===== config.mk =====
export PLATFORM = sky130hd
export DESIGN_NAME = simple_and_flat
export DESIGN_NICKNAME = d
export VERILOG_FILES = /design/src/rtl/simple_and_pkg.sv /design/src/rtl/simple_and_if.sv /design/src/rtl/simple_and_sat_counter.sv /design/src/rtl/simple_and.sv /design/src/flat_wrapper.sv
export SDC_FILE = /design/constraint.sdc
export NUM_CORES = 1
export LEC_CHECK = 0
export CAP_MARGIN = 10
export CORE_AREA = 2 2 43 54
export DETAILED_ROUTE_END_ITERATION = 16
export DIE_AREA = 0 0 45 56
export PLACE_DENSITY = 0.8
export SLEW_MARGIN = 20
export SYNTH_ARGS = -nofsm -noshare
export SYNTH_HDL_FRONTEND = slang
export SYNTH_SLANG_ARGS = --single-unit

===== constraint.sdc =====
create_clock -name clk -period 3.2 [get_ports clk]
set_clock_uncertainty 0.15 [all_clocks]
set_input_delay 0.64 -clock clk [delete_from_list [all_inputs] [get_ports clk]]
set_output_delay 0.64 -clock clk [all_outputs]
set_load 0.05 [all_outputs]

===== src/rtl/simple_and_pkg.sv =====
// rtl/simple_and_pkg.sv - shared defaults and helpers for the simple_and slice
//
// Purpose: default parameter values and the saturation-value helper used by
//          sat_counter.
package simple_and_pkg;

    localparam int DEF_WIDTH = 1;
    localparam int DEF_CNT_W = 16;

    // All-ones value of a cnt_w-bit counter, returned in 32 bits so callers
    // can cast down to their own width.
    function automatic logic [31:0] sat_max(input int cnt_w);
        if (cnt_w >= 32) begin
            return 32'hFFFF_FFFF;
        end
        return (32'd1 << cnt_w) - 32'd1;
    endfunction

endpackage


===== src/rtl/simple_and_if.sv =====
// rtl/simple_and_if.sv - operand/result bundle for the simple_and gate
//
// Purpose: groups the operand inputs and the AND results into one bundle.
// Signals: in_a, in_b    operands (WIDTH bits)
//          out_c         combinational in_a & in_b
//          out_c_q       out_c registered one cycle
//          all_ones      reduction AND of out_c
// Modports: master drives operands and observes results; slave is the gate.
interface simple_and_if
    import simple_and_pkg::*;
#(
    parameter int WIDTH = DEF_WIDTH
);

    logic [WIDTH-1:0] in_a;
    logic [WIDTH-1:0] in_b;
    logic [WIDTH-1:0] out_c;
    logic [WIDTH-1:0] out_c_q;
    logic             all_ones;

    modport master (
        output in_a,
        output in_b,
        input  out_c,
        input  out_c_q,
        input  all_ones
    );

    modport slave (
        input  in_a,
        input  in_b,
        output out_c,
        output out_c_q,
        output all_ones
    );

endinterface


===== src/rtl/simple_and_sat_counter.sv =====
// rtl/simple_and_sat_counter.sv - clear-priority saturating up-counter
//
// Purpose: counts cycles with inc high, sticks at all-ones, clr wins over inc.
// Ports: clk    rising-edge clock
//        rst_n  asynchronous active-low reset (count -> 0)
//        clr    synchronous clear, highest priority
//        inc    increment request
//        count  current count (CNT_W bits)
module sat_counter
    import simple_and_pkg::*;
#(
    parameter int CNT_W = DEF_CNT_W
) (
    input  logic             clk,
    input  logic             rst_n,
    input  logic             clr,
    input  logic             inc,
    output logic [CNT_W-1:0] count
);

    localparam logic [CNT_W-1:0] MAX_VAL = CNT_W'(sat_max(CNT_W));

    always_ff @(posedge clk or negedge rst_n) begin
        if (!rst_n) begin
            count <= '0;
        end else if (clr) begin
            count <= '0;
        end else if (inc && (count != MAX_VAL)) begin
            count <= count + 1'b1;
        end
    end

endmodule


===== src/rtl/simple_and.sv =====
// rtl/simple_and.sv - bitwise AND with registered copy and all-ones counter
//
// Purpose: out_c = in_a & in_b with zero latency, a one-cycle registered copy,
//          a reduction-AND flag and a saturating count of all-ones cycles.
// Ports: clk        rising-edge clock
//        rst_n      asynchronous active-low reset for registered outputs
//        clr_count  synchronous clear of hi_count (beats increment)
//        bus        simple_and_if slave: in_a, in_b, out_c, out_c_q, all_ones
//        hi_count   saturating count of edges sampled with all_ones=1
//        rise_pulse one-cycle pulse on a 0->1 change of registered all_ones
//                   (present only when SIMPLE_AND_RISE_PULSE_EN is defined)
module simple_and
    import simple_and_pkg::*;
#(
    parameter int WIDTH = DEF_WIDTH,
    parameter int CNT_W = DEF_CNT_W
) (
    input  logic             clk,
    input  logic             rst_n,
    input  logic             clr_count,
    simple_and_if.slave      bus,
    output logic [CNT_W-1:0] hi_count
`ifdef SIMPLE_AND_RISE_PULSE_EN
    ,
    output logic             rise_pulse
`endif
);

    // Primary path: purely combinational, untouched by clk or rst_n.
    assign bus.out_c    = bus.in_a & bus.in_b;
    assign bus.all_ones = &bus.out_c;

    always_ff @(posedge clk or negedge rst_n) begin
        if (!rst_n) begin
            bus.out_c_q <= '0;
        end else begin
            bus.out_c_q <= bus.out_c;
        end
    end

    sat_counter #(
        .CNT_W (CNT_W)
    ) u_hi_count (
        .clk   (clk),
        .rst_n (rst_n),
        .clr   (clr_count),
        .inc   (bus.all_ones),
        .count (hi_count)
    );

`ifdef SIMPLE_AND_RISE_PULSE_EN
    // all_ones_prev resets to 0 so a flag already high at the first
    // post-reset edge still counts as a rising edge.
    logic all_ones_prev;

    always_ff @(posedge clk or negedge rst_n) begin
        if (!rst_n) begin
            all_ones_prev <= 1'b0;
            rise_pulse    <= 1'b0;
        end else begin
            all_ones_prev <= bus.all_ones;
            rise_pulse    <= bus.all_ones & ~all_ones_prev;
        end
    end
`endif

endmodule


===== src/flat_wrapper.sv =====
// flat-port wrapper written by rule: the top's interface ports become plain ports
module simple_and_flat import simple_and_pkg::*;
#(
    parameter int WIDTH = DEF_WIDTH,
    parameter int CNT_W = DEF_CNT_W
)
  (clk, rst_n, clr_count, hi_count, bus_in_a, bus_in_b, bus_out_c, bus_out_c_q, bus_all_ones);
  simple_and_if #(.WIDTH(WIDTH)) bus_i ();
  input  logic clk;
  input  logic rst_n;
  input  logic clr_count;
  output logic [CNT_W-1:0] hi_count;
  input wire logic [$bits(bus_i.in_a)-1:0] bus_in_a;
  input wire logic [$bits(bus_i.in_b)-1:0] bus_in_b;
  output wire logic [$bits(bus_i.out_c)-1:0] bus_out_c;
  output wire logic [$bits(bus_i.out_c_q)-1:0] bus_out_c_q;
  output wire logic [$bits(bus_i.all_ones)-1:0] bus_all_ones;
  assign bus_i.in_a = bus_in_a;
  assign bus_i.in_b = bus_in_b;
  assign bus_out_c = bus_i.out_c;
  assign bus_out_c_q = bus_i.out_c_q;
  assign bus_all_ones = bus_i.all_ones;
  simple_and #(.WIDTH(WIDTH), .CNT_W(CNT_W)) u_core (.clk(clk), .rst_n(rst_n), .clr_count(clr_count), .bus(bus_i), .hi_count(hi_count));
endmodule

==> results.cfg <==
[outcome]
status = finished clean

[floorplan]
io_pins = 24
rows = 18
die_h_um = 56
dieArea_sq_mm = 0.00252
start_util_pct = 50.4
die_w_um = 45
core_sq_mm = 0.00198

[clock_tree]
cts_hold_buffers = 0
clock-sinks = 17
post_cts_buffers = 0
htree_levels = 1
clk_latency_ps = 290
cts_root_buffer = clkbuf_4
clockBufferDepth = 2
ctsResizeCount = 0
cts_tree = done
cts_inserted_buffers = 3
clkTransAtPathRegs_ps = 100

[cells_and_area]
final_cell_mix = 21 x clkdlybuf4s50_1, 17 x dfrtp_1, 8 x or3_1
final_nets = 126
drive_gt1_share_pct = 13.4
insertedDiodeCount = 0
final_cell_area_sq_mm = 0.00124
area_growth_pct = 24.4
final_common_cell = clkdlybuf4s50_1
fill_cells = 168
stdcell_count = 139
multi_input_area_sq_um = 526
seqCellArea_sq_um = 425

[timing]
setup_viol = 0
final-hold-violation-count = 0
fmax_mhz = 408
drv_slew = 0
tns_ps = 0
period_share_pct = 76.5
tightest_slew_ps = 878
hold-worst-slack_ps = 437
rsz0062_at_grt = no
fin_crit_ps = 2450
relSlewSlack_pct = 41.3

[yosys]
synth_top_area_share_pct = 42.6
synth_seq_cells = 17
avgSynthCellArea_sq_um = 10.4
synth.distinct_cells = 36
synthTopCellsByArea = dfrtp_1 43%, nand4_4 6.4%, or3_1 5.0%, a21oi_2 4.4%, o21ai_1 3.5%
synth_area_sq_um = 998
yosysSeqAreaShare_pct = 42.6
synthCells = 96
yosysWarnings = 0
synthesis.nets = 102
yosysTopAreaCell = dfrtp_1

[power]
irDropWorstVdd_mv = 0.241
p_per_area_mw_per_mm2 = 306
p_leak_nw = 0.511

[global_route]
grt.total_usage_pct = 18.5
grt_pass1_vias = 777
antenna_found_initial = 0
grt_first_pass_wirelength_um = 3480
gr-total-overflow = 0
grt_max_degree = 19

[worst_setup_path]
slowest_delay_ps = 860
crit_slowest_cell = clkdlybuf4s50_1
cp.arrival_ps = 1660
path_buf_inv = 1
crit_chain = clkdlybuf4s50_1
critPathMaxFanout = 7
path_delay_family = buffers and inverters
endpoint_kind = primary output
critical_path_class = flop to primary output
required_ps = 2410
start_kind = flop

[detailed_routing]
drt_iter0_markers = 7
avgViaCountPerCell = 6.14
ant_nets = 0
drt-pass1-iter-count = 4
wire_per_inst_um = 14.8
drt-total-wl_um = 2060
drt_drc_violations_left = 0
vias = 854

[placement]
dp_cells = 135
gp_congestion = 0.772
placed_area_sq_mm = 0.00122
numPortBuffers = 23
post-dp-hpwl_um = 1460

[job]
cap_violations = 0

[worst_hold_path]
hold_path_class = flop to flop
-- power breakdown --
part	total [mW]	internal, mW	leakage (nW)	switching (mW)
sequential	0.219	0.217	0.236	0.00231
clock	0.117	0.0486	0.0150	0.0686
combinational	0.0434	0.0141	0.260	0.0293
total	0.380	0.280	0.511	0.100
-- logic make-up after synthesis --
group | Yosys count | synth area share, %
simple gates | 43 | 29.8
compound gates | 24 | 17.4
flops | 17 | 42.6
buf+inv | 7 | 4.76
xor+xnor | 1 | 0.877
fa+ha+maj | 1 | 1.25
mux | 3 | 3.26
-- state kept, by name, summed over array words and instances (netlist names) --
register                 flops
u_core.u_hi_count.count     16
u_core.bus.out_c_q           1
-- worst paths after layout --
kind | start | endpoint | slack (ps) | cells past startpoint
min reg2reg | u_core.u_hi_count.count[14]$_DFFE_PN0P_ | u_core.u_hi_count.count[14]$_DFFE_PN0P_ | 440 | 1
max in group asynchronous | rst_n | u_core.u_hi_count.count[2]$_DFFE_PN0P_ | 1800 | 1
min in group asynchronous | rst_n | u_core.bus.out_c_q$_DFF_PN0_ | 630 | 1
max reg2reg | u_core.u_hi_count.count[0]$_DFFE_PN0P_ | u_core.u_hi_count.count[4]$_DFFE_PN0P_ | 810 | 5
min | u_core.u_hi_count.count[14]$_DFFE_PN0P_ | u_core.u_hi_count.count[14]$_DFFE_PN0P_ | 440 | 1
max | u_core.u_hi_count.count[8]$_DFFE_PN0P_ | hi_count[8] | 750 | 1
-- per-layer routing --
metal | up-vias | wire, um | GRT usage [%]
li1 | 413 | - | -
met1 | 417 | 886 | 23.5
met2 | 20 | 1010 | 27.8
met3 | 4 | 104 | 3.25
met4 | 0 | 53 | 11.8
met5 | - | 0 | 0
-- area by class of cell --
| cell class | instances | share of cell area [%] |
|---|---|---|
| Multi-Input combinational cell | 72 | 42.3 |
| Sequential cell | 17 | 34.2 |
| Timing Repair Buffer | 24 | 18.7 |
| Clock buffer | 4 | 2.11 |
| Tap cell | 20 | 2.01 |
| Inverter | 2 | 0.604 |
-- synthesized netlist by cell type, drive strengths merged --
| master | n |
|---|---|
| o21ai | 8 |
| and4b | 1 |
| or4 | 2 |
| a211oi | 1 |
| mux2 | 2 |
| inv | 1 |
| o31ai | 1 |
| or3 | 8 |
| dfrtp | 17 |
| buf | 4 |
| nor4 | 1 |
| ha | 1 |
| and3 | 3 |
| nor2 | 7 |
| and4 | 1 |
| nor3 | 1 |
| a31oi | 1 |
| nand2 | 4 |
| o211ai | 1 |
| xor2 | 1 |
| dlygate4sd1 | 1 |
| and2 | 1 |
| nand4 | 7 |
| o41ai | 2 |
| mux2i | 1 |
| nand3 | 4 |
| nor4b | 1 |
| clkinv | 1 |
| a21oi | 10 |
| nor2b | 2 |
-- through the flow --
stage,util (%),power (mW),worst slack [ps]
after detailed placement,61.4,0.267,762
final,62.7,0.380,751
after CTS,62.7,0.382,746
after global placement,61.4,0.267,803
after global routing,62.7,0.398,634
after floorplan,-,0.251,842
Note: power is estimated with default switching activity, not from simulation.
